===== src/rtl/lsu_pkg.sv =====
// Shared definitions for the load/store controller: funct3 codes, FSM states
// and the store lane-steering helper.
package lsu_pkg;

  localparam logic [2:0] F3_LB  = 3'd0;
  localparam logic [2:0] F3_LH  = 3'd1;
  localparam logic [2:0] F3_LW  = 3'd2;
  localparam logic [2:0] F3_LBU = 3'd4;
  localparam logic [2:0] F3_LHU = 3'd5;
  localparam logic [2:0] F3_SB  = 3'd0;
  localparam logic [2:0] F3_SH  = 3'd1;
  localparam logic [2:0] F3_SW  = 3'd2;

  typedef enum logic [1:0] {
    IDLE = 2'd0,
    ADDR = 2'd1,
    WAIT = 2'd2,
    DONE = 2'd3
  } lsu_state_t;

  typedef struct packed {
    logic [3:0]  strb;
    logic [31:0] data;
  } lane_t;

  // Loads (or illegal store codes) produce no strobes and zero data.
  function automatic lane_t store_lanes(input logic        we,
                                        input logic [2:0]  func3,
                                        input logic [1:0]  off,
                                        input logic [31:0] wdata);
    lane_t l;
    l.strb = 4'b0000;
    l.data = 32'h0;
    if (we) begin
      case (func3)
        F3_SB: begin
          l.strb = 4'b0001 << off;
          l.data = {4{wdata[7:0]}};
        end
        F3_SH: begin
          l.strb = off[1] ? 4'b1100 : 4'b0011;
          l.data = {2{wdata[15:0]}};
        end
        F3_SW: begin
          l.strb = 4'b1111;
          l.data = wdata;
        end
        default: ;
      endcase
    end
    return l;
  endfunction

endpackage


===== src/rtl/lsu_ld_align.sv =====
// Combinational load alignment: picks the addressed byte/half out of the bus
// word and sign- or zero-extends it according to funct3.
module lsu_ld_align
  import lsu_pkg::*;
(
  input  logic [2:0]  func3,
  input  logic [1:0]  offset,
  input  logic [31:0] word,
  output logic [31:0] data
);

  logic [7:0]  byte_sel;
  logic [15:0] half_sel;

  always_comb begin
    byte_sel = 8'(word >> {offset, 3'b000});
    half_sel = offset[1] ? word[31:16] : word[15:0];
    case (func3)
      F3_LB:   data = {{24{byte_sel[7]}}, byte_sel};
      F3_LBU:  data = {24'h0, byte_sel};
      F3_LH:   data = {{16{half_sel[15]}}, half_sel};
      F3_LHU:  data = {16'h0, half_sel};
      F3_LW:   data = word;
      default: data = 32'h0;
    endcase
  end

endmodule


===== src/rtl/lsu_ctrl.sv =====
// Load/store sequencer between the MEM stage and the data-memory bus port:
// alignment check, word-aligned bus request with strobes, response/timeout wait.
module lsu_ctrl
  import lsu_pkg::*;
#(
  parameter int TIMEOUT_CYC = 256
) (
  input  logic        clk,
  input  logic        rst_n,
  input  logic        req_valid,
  output logic        req_ready,
  input  logic        req_we,
  input  logic [2:0]  req_func3,
  input  logic [31:0] req_addr,
  input  logic [31:0] req_wdata,
  output logic        stall,
  output logic        resp_valid,
  output logic [31:0] resp_data,
  output logic        resp_err,
  output logic        mem_req,
  output logic        mem_we,
  output logic [31:0] mem_addr,
  output logic [3:0]  mem_wstrb,
  output logic [31:0] mem_wdata,
  input  logic        mem_gnt,
  input  logic        mem_rvalid,
  input  logic [31:0] mem_rdata,
  input  logic        mem_bvalid,
  output lsu_state_t  dbg_state
);

  // Handshake: a request transfers on the clock edge where req_valid && req_ready;
  // the bus request transfers where mem_req && mem_gnt. req_valid must stay high
  // until the resp_valid cycle.
  localparam logic [31:0] TO_LIM = 32'(TIMEOUT_CYC);

  lsu_state_t  state_q, state_n;
  logic        we_q;
  logic [2:0]  func3_q;
  logic [1:0]  off_q;
  logic [31:0] cnt_q;
  logic [31:0] ld_data;
  logic        accept, misaligned, illegal, busy, timeout, gnt, rsp;
  logic        done_err;
  logic [31:0] done_data;
  lane_t       lanes;

  lsu_ld_align u_ld_align (
    .func3  (func3_q),
    .offset (off_q),
    .word   (mem_rdata),
    .data   (ld_data)
  );

  assign req_ready  = (state_q == IDLE);
  assign resp_valid = (state_q == DONE);
  assign stall      = req_valid && !resp_valid;
  assign dbg_state  = state_q;
  assign accept     = req_valid && req_ready;
  assign lanes      = store_lanes(req_we, req_func3, req_addr[1:0], req_wdata);

  assign misaligned = ((req_func3[1:0] == 2'd1) && req_addr[0]) ||
                      ((req_func3[1:0] == 2'd2) && (req_addr[1:0] != 2'b00));
  assign illegal    = req_we ? (req_func3 >= 3'd3)
                             : ((req_func3 == 3'd3) || (req_func3 == 3'd6) || (req_func3 == 3'd7));

  assign busy    = (state_q == ADDR) || (state_q == WAIT);
  assign timeout = (TIMEOUT_CYC != 0) && busy && (cnt_q == TO_LIM);
  // The request is withdrawn in the timeout cycle, so a grant there is not honoured.
  assign mem_req = (state_q == ADDR) && !timeout;
  assign gnt     = mem_gnt && mem_req;
  assign rsp     = we_q ? mem_bvalid : mem_rvalid;

  always_comb begin
    state_n   = state_q;
    done_err  = 1'b0;
    done_data = 32'h0;
    case (state_q)
      IDLE: begin
        if (req_valid) begin
          if (misaligned || illegal) begin
            state_n  = DONE;
            done_err = 1'b1;
          end else begin
            state_n = ADDR;
          end
        end
      end
      ADDR: begin
        if (gnt && rsp) begin
          state_n   = DONE;
          done_data = we_q ? 32'h0 : ld_data;
        end else if (gnt) begin
          state_n = WAIT;
        end else if (timeout) begin
          state_n  = DONE;
          done_err = 1'b1;
        end
      end
      WAIT: begin
        if (rsp) begin
          state_n   = DONE;
          done_data = we_q ? 32'h0 : ld_data;
        end else if (timeout) begin
          state_n  = DONE;
          done_err = 1'b1;
        end
      end
      DONE:    state_n = IDLE;
      default: state_n = IDLE;
    endcase
  end

  always_ff @(posedge clk) begin
    if (!rst_n) begin
      state_q   <= IDLE;
      we_q      <= 1'b0;
      func3_q   <= 3'd0;
      off_q     <= 2'd0;
      cnt_q     <= 32'h0;
      mem_we    <= 1'b0;
      mem_addr  <= 32'h0;
      mem_wstrb <= 4'h0;
      mem_wdata <= 32'h0;
      resp_data <= 32'h0;
      resp_err  <= 1'b0;
    end else begin
      state_q   <= state_n;
      // done_* are non-zero only on a transition into DONE, so these clear themselves.
      resp_data <= done_data;
      resp_err  <= done_err;
      if (accept) begin
        we_q      <= req_we;
        func3_q   <= req_func3;
        off_q     <= req_addr[1:0];
        cnt_q     <= 32'h0;
        mem_we    <= req_we;
        mem_addr  <= {req_addr[31:2], 2'b00};
        mem_wstrb <= lanes.strb;
        mem_wdata <= lanes.data;
      end else if (busy) begin
        cnt_q <= cnt_q + 32'h1;
      end
    end
  end

endmodule


===== config.mk =====
export PLATFORM = sky130hd
export DESIGN_NAME = lsu_ctrl
export DESIGN_NICKNAME = d
export VERILOG_FILES = /design/src/rtl/lsu_pkg.sv /design/src/rtl/lsu_ld_align.sv /design/src/rtl/lsu_ctrl.sv
export SDC_FILE = /design/constraint.sdc
export NUM_CORES = 1
export LEC_CHECK = 0
export CAP_MARGIN = 20
export CORE_MARGIN = 4
export CORE_UTILIZATION = 25
export DETAILED_ROUTE_END_ITERATION = 16
export GPL_TIMING_DRIVEN = 0
export MAX_ROUTING_LAYER = met4
export SETUP_SLACK_MARGIN = 0.5
export SYNTH_ARGS = -nofsm -noshare
export SYNTH_HDL_FRONTEND = slang
export SYNTH_SLANG_ARGS = --single-unit

===== constraint.sdc =====
create_clock -name clk -period 5 [get_ports clk]
set_input_delay 1 -clock clk [delete_from_list [all_inputs] [get_ports clk]]
set_output_delay 1 -clock clk [all_outputs]
set_load 0.01 [all_outputs]

Word-level counts from Yosys, hierarchy flattened

Cells that the tools add are included.

Register bits after elaboration: 139
Input bits: 106
Output and inout bits: 108
Word-level logic and storage cells: 76

Add/subtract/negate cells: 1
Order comparisons: 1
Equal/unequal tests: 16
Shift operators: 2
Mux-type cells: 25
Bitwise logic cells: 1
Reductions and logical operators: 20

Operator list:

| operator                                             | number |
|---|---|
| case mux 32 bit (5 select lines)                     | 1 |
| case mux 36 bit (3 select lines)                     | 1 |
| two-way mux 32 bit                                   | 3 |
| case mux 32 bit (2 select lines)                     | 1 |
| two-way mux 36 bit                                   | 1 |
| adder 32 x 1 -> 32 bit (second input constant)       | 1 |
| == test 32 x 9 -> 1 bit (second input constant)      | 1 |
| right shift 32 x 5 -> 8 bit                          | 1 |
| two-way mux 16 bit                                   | 1 |
| == test 3 bit (second input constant)                | 4 |
| two-way mux 2 bit                                    | 6 |
| == test 3 x 2 -> 1 bit (second input constant)       | 3 |
| logical AND 1 bit                                    | 8 |
| two-way mux 1 bit                                    | 8 |
| case mux 2 bit (4 select lines)                      | 1 |
| == test 2 bit (second input constant)                | 3 |
| == test 3 x 1 -> 1 bit (second input constant)       | 2 |
| zero test 3 bit                                      | 2 |
| logical OR 1 bit                                     | 5 |
| == test 2 x 1 -> 1 bit (second input constant)       | 2 |
| two-way mux 4 bit                                    | 1 |
| << shifter 1 x 2 -> 4 bit (first input constant)     | 1 |
| >= comparator 3 x 2 -> 1 bit (second input constant) | 1 |
| case mux 1 bit (3 select lines)                      | 1 |
| other kinds (6)                                      | 7 |

Longest topological paths before layout

Word-level depth: 9
Gate-level depth with buffers: 9

By module

Synthesis repeated with hierarchy kept, for this count alone.

Cells, all modules: 719
Area total of the unflattened synthesis: 6306.0 um^2

Modules (own cells, without submodules):

| module       | instances | cells an instance | area an instance (um^2) | sequential area each (um^2) |
|---|---|---|---|---|
| lsu_ctrl     | 1         | 608               | 5484.0                  | 2782.7 |
| lsu_ld_align | 1         | 111               | 822.0                   | 0.0 |

Worst setup path after synthesis

OpenSTA, ideal clock, no wires.

Path type: register to output
Start point: reg state_q[0] (netlist: dbg_state[0])
End point: out mem_req
Arrival time: 1.626 ns
Data required time: 4.000 ns
Setup slack: 2.374 ns
Stages on the path, launching flop included: 8
Buffers on the path: 1
Cells stage by stage: dfxtp_1 > inv_1 > ha_1 > buf_2 > nor4b_1 > nand4_1 > nor2_1 > nor2b_1

Cells in the longest elaborated chain, start to end: 5
Elaborated cells on any way between the ends: 6

RTL lines:

| item                                                           | RTL line        | text |
|---|---|---|
| start, declared                                                | lsu_ctrl.sv:37  | `lsu_state_t state_q, state_n;` |
| start signal, assigned                                         | lsu_ctrl.sv:128 | `state_q <= state_n;` |
| == test 2 x 1 -> 1 bit / == test 2 bit (equally long branches) | lsu_ctrl.sv:67  | `assign busy = (state_q == ADDR) \|\| (state_q == WAIT);` |
| logical OR 1 bit (*)                                           | lsu_ctrl.sv:67  |  |
| named net busy                                                 | lsu_ctrl.sv:43  | `logic accept, misaligned, illegal, busy, timeout, gnt, rsp;` |
| logical AND 1 bit (*)                                          | lsu_ctrl.sv:68  | `assign timeout = (TIMEOUT_CYC != 0) && busy && (cnt_q == TO_LIM);` |
| zero test 1 bit (*)                                            | lsu_ctrl.sv:70  | `assign mem_req = (state_q == ADDR) && !timeout;` |
| logical AND 1 bit (*)                                          | lsu_ctrl.sv:70  |  |
| end, declared                                                  | lsu_ctrl.sv:20  | `output logic mem_req,` |

The timed path passes the listed nets; every way through them passes the cells marked *.

Worst setup path in the final report

Same ends and word-level chain as after synthesis.

==> implementation parameters <==
Parameter                              Value

Detailed routing
  DR pass1 iterations ... 5
  Total Wirelength ... around 20 mm
  Residual antenna-violating net count after detailed routing ... 0
  Post-detailed-route via-to-cell ratio ... 4.57
  Vias after detailed routing ... 5680
  Average wire per cell in the routed design ... 16.0 um
  Remaining routing DRC violations ... 0
  Number of DRC markers after the initial detailed-route iteration ... 385

Run status
  Run status ... complete, no violations

CTS
  TritonCTS clock tree ... built
  Clock Root Buffer ... sky130_fd_sc_hd__clkbuf_16
  Number of buffers added by the clock tree synthesis step ... 17
  CTS-repair resized insts ... 0
  Number of buffers added for setup after CTS ... 0
  Post-CTS Hold Fix Bufs ... 0
  Clock buffer depth ... 2
  Depth of the CTS H-tree ... 4
  Number of sinks driven by the clock tree ... ~140
  Insertion delay of the later-clocked pin in the worst-skew pair ... around 0.43 ns
  Clock edge transition at the registers on the reported setup and hold paths ... 0.06 ns

Global route
  Sum of overflow across all layers after global routing ... 0
  Wire length of the first global-routing pass ... a little over 30 mm
  Number of antenna violations at the first check in global routing ... 0
  Total routing resource utilization after global routing ... 15.2%
  Via count of the first global-routing pass ... 5566
  Pin count of the biggest net entering global routing ... 17

Yosys
  Post-synthesis area per instance ... around 8.7 um^2
  Biggest area consumer among synthesized cells ... sky130_fd_sc_hd__dfxtp_1
  Flip-flop cell with the highest count after synthesis ... sky130_fd_sc_hd__dfxtp_1
  Synth cell count leaders ... 139 x sky130_fd_sc_hd__dfxtp_1, 128 x sky130_fd_sc_hd__nand2_1, 62 x sky130_fd_sc_hd__a21oi_1, 44 x sky130_fd_sc_hd__nor2_1, 36 x sky130_fd_sc_hd__a21boi_0
  Count of synthesis-stage warnings from yosys ... 0
  Number of cells produced by synthesis ... 679
  Cell types with the largest area share after synthesis ... sky130_fd_sc_hd__dfxtp_1 47%, sky130_fd_sc_hd__nand2_1 8.1%, sky130_fd_sc_hd__a21oi_1 5.2%
  Cell Area, Synth ... 0.00591 mm^2
  Cell with the most instances after synthesis ... sky130_fd_sc_hd__dfxtp_1
  Fraction of synthesized cell area taken by the top area cell type ... 47.0%
  Library cells used by synthesis ... 54
  Number of enable-type register cells in the synthesized netlist ... 0
  Proportion of synthesized chip area in sequential cells ... 47.0%
  Seq cells post-synth ... 139
  Async set or reset register ratio after synthesis ... 0%

Layout
  Final design instance area without fill ... 0.00907 mm^2
  Share of final-layout standard cells stronger than drive strength 1 ... 6.83%
  Number of nets in the layout ... 1023
  Fill count ... 2391
  Diodes inserted ... 0
  Layout-stage area growth over the synthesis result ... 53.4%

Timing
  Final hold violation count ... 0
  Final critical-path share of the clock period ... 75.8%
  Worst slew slack as a fraction of its limit ... 52.1%
  Period minus WS final ... 3.79 ns
  Setup repair after global routing missed its margin ... no
  Total count of max-transition violations in the final report ... 0
  Final Skew ... 0.00923 ns
  Slew at the pin with the worst max-slew slack ... ~0.7 ns
  F_max ... 264 MHz
  Final-report setup violation count ... 0
  Sum of negative setup slack ... 0 ns

Power
  Leakage ... 3.25 nW
  Overall power ... 3.58 mW
  PwrDens ... 395 mW/mm^2
  Highest ir drop seen on vdd ... 230 uV

Floorplan
  Boundary Pins ... 214
  Area of the die ... 0.0262 mm^2
  Overall die width ... about 160 um
  Total number of placement rows ... 56
  Die Height ... 162 um
  Placeable core region ... 0.0234 mm^2
  Initial core utilization ... between 20 and 30%

Worst setup path
  Crit path DAT ... 2.79 ns
  Worst path required time ... 4.00 ns
  Kind of end point of the critical path ... output pin
  Critical setup path kind ... flop to output pin
  Sort of element at the start of the critical path ... flop
  CP max FO ... 9

Placed design
  RePlAce Congestion ... 0.861
  Placed Instance Area ... 0.00843 mm^2
  Final HPWL DP ... 14.9 mm
  Count of buffers from port buffering ... between 200 and 250

Flow run
  Number of max-cap violations ... 0

Min path
  Path class of the lowest-slack min-delay path ... flop to flop
## state kept, by name (all words and copies together), names as in the netlist
| register | flops |
|---|---|
| func3_q | 3 |
| we_q | 1 |
| off_q | 2 |
| mem_addr | 30 |
| mem_wstrb | 4 |
| dbg_state | 2 |
| resp_err | 1 |
| resp_data | 32 |
| cnt_q | 32 |
| mem_wdata | 32 |
## critical path, cell delays in order, from the launching register on
cell	delay (ns)
sky130_fd_sc_hd__dfxtp_1	0.42
sky130_fd_sc_hd__inv_1	0.13
sky130_fd_sc_hd__ha_1	0.29
sky130_fd_sc_hd__buf_2	0.20
sky130_fd_sc_hd__nor4b_1	0.27
sky130_fd_sc_hd__nand4_1	0.20
sky130_fd_sc_hd__nor2_1	0.27
sky130_fd_sc_hd__nor2b_1	0.08
sky130_fd_sc_hd__clkdlybuf4s50_1	0.50
## logic make-up after synthesis
| family | count (synthesis) | share of synthesized area (%) |
|---|---|---|
| AND/OR/NAND/NOR | 251 | 20.6 |
| AO/OA/AOI/OAI | 189 | 20.7 |
| flip-flops | 139 | 47.0 |
| buffers and inverters | 54 | 3.85 |
| XOR/XNOR | 27 | 4.00 |
| multiplexers | 11 | 2.22 |
| adder cells (fa/ha/maj) | 7 | 1.48 |
| other | 1 | 0.0634 |
## stage by stage
step / hold slack (ns) / instances / setup slack [ns] / util [%]
floorplan: 0.463 / 680 / 2.37 / -
global placement: 0.429 / 1210 / 1.58 / 36.0
detailed placement: 0.431 / 1210 / 1.61 / 36.0
CTS: 0.441 / 1242 / 1.14 / 38.8
global route: 0.462 / 1242 / 0.949 / 38.8
finish: 0.441 / 1242 / 1.21 / 38.8
## per-layer routing
layer / global-route usage [%] / vias to the layer above / wire [um]
li1: - / 2837 / -
met1: 19.9 / 2614 / 9330
met2: 22.5 / 209 / 8900
met3: 4.26 / 20 / 1380
met4: 5.42 / 0 / 331
met5: - / - / 0
## cells in the final DEF (no fill, tap or decap), drive strengths merged, types with 3 or more instances in the layout
cell           instances
a21oi                 62
nor4                   9
clkbuf                47
o31ai                  3
nor4b                  4
nand3                 14
nor2b                 13
nand2                128
xnor2                  9
nor2                  44
a22oi                 15
nor3                   4
clkdlybuf4s50        211
dfxtp                139
mux2                   7
or3                    4
and2                   4
and4                   3
ha                     7
nand4                 17
buf                   13
inv                   15
mux2i                  3
clkinv                 3
a22o                  24
xor2                  18
clkinvlp               4
and3                   4
a21o                   3
bufinv                 4
o21ai                 34
a21boi                36
## area by class of cell
cell class | instances | area (um^2) | share of cell area, %
timing repair buffer | 211 | 2110 | 23.3
clock inverter | 13 | 190 | 2.10
tap | 319 | 399 | 4.40
buffer | 41 | 171 | 1.89
sequential | 139 | 2780 | 30.7
inverter | 13 | 56.3 | 0.621
multi-input combinational | 487 | 2910 | 32.1
clock buffer | 19 | 453 | 4.99
## final timing paths
path         slack [ns]       endpoint         start  depth (start not counted)
max                1.21        mem_req  dbg_state[0]                          8
min                0.44   mem_wstrb[3]  mem_wstrb[3]                          2
max reg2reg        2.43  resp_data[31]  dbg_state[0]                          9
min reg2reg        0.44   mem_wstrb[3]  mem_wstrb[3]                          2
## power by group
part,switching (mW),internal [mW]
registers,0.0639,1.20
logic,0.506,0.422
clock network,0.520,0.865
No activity file was read; power rests on OpenSTA's default activity.
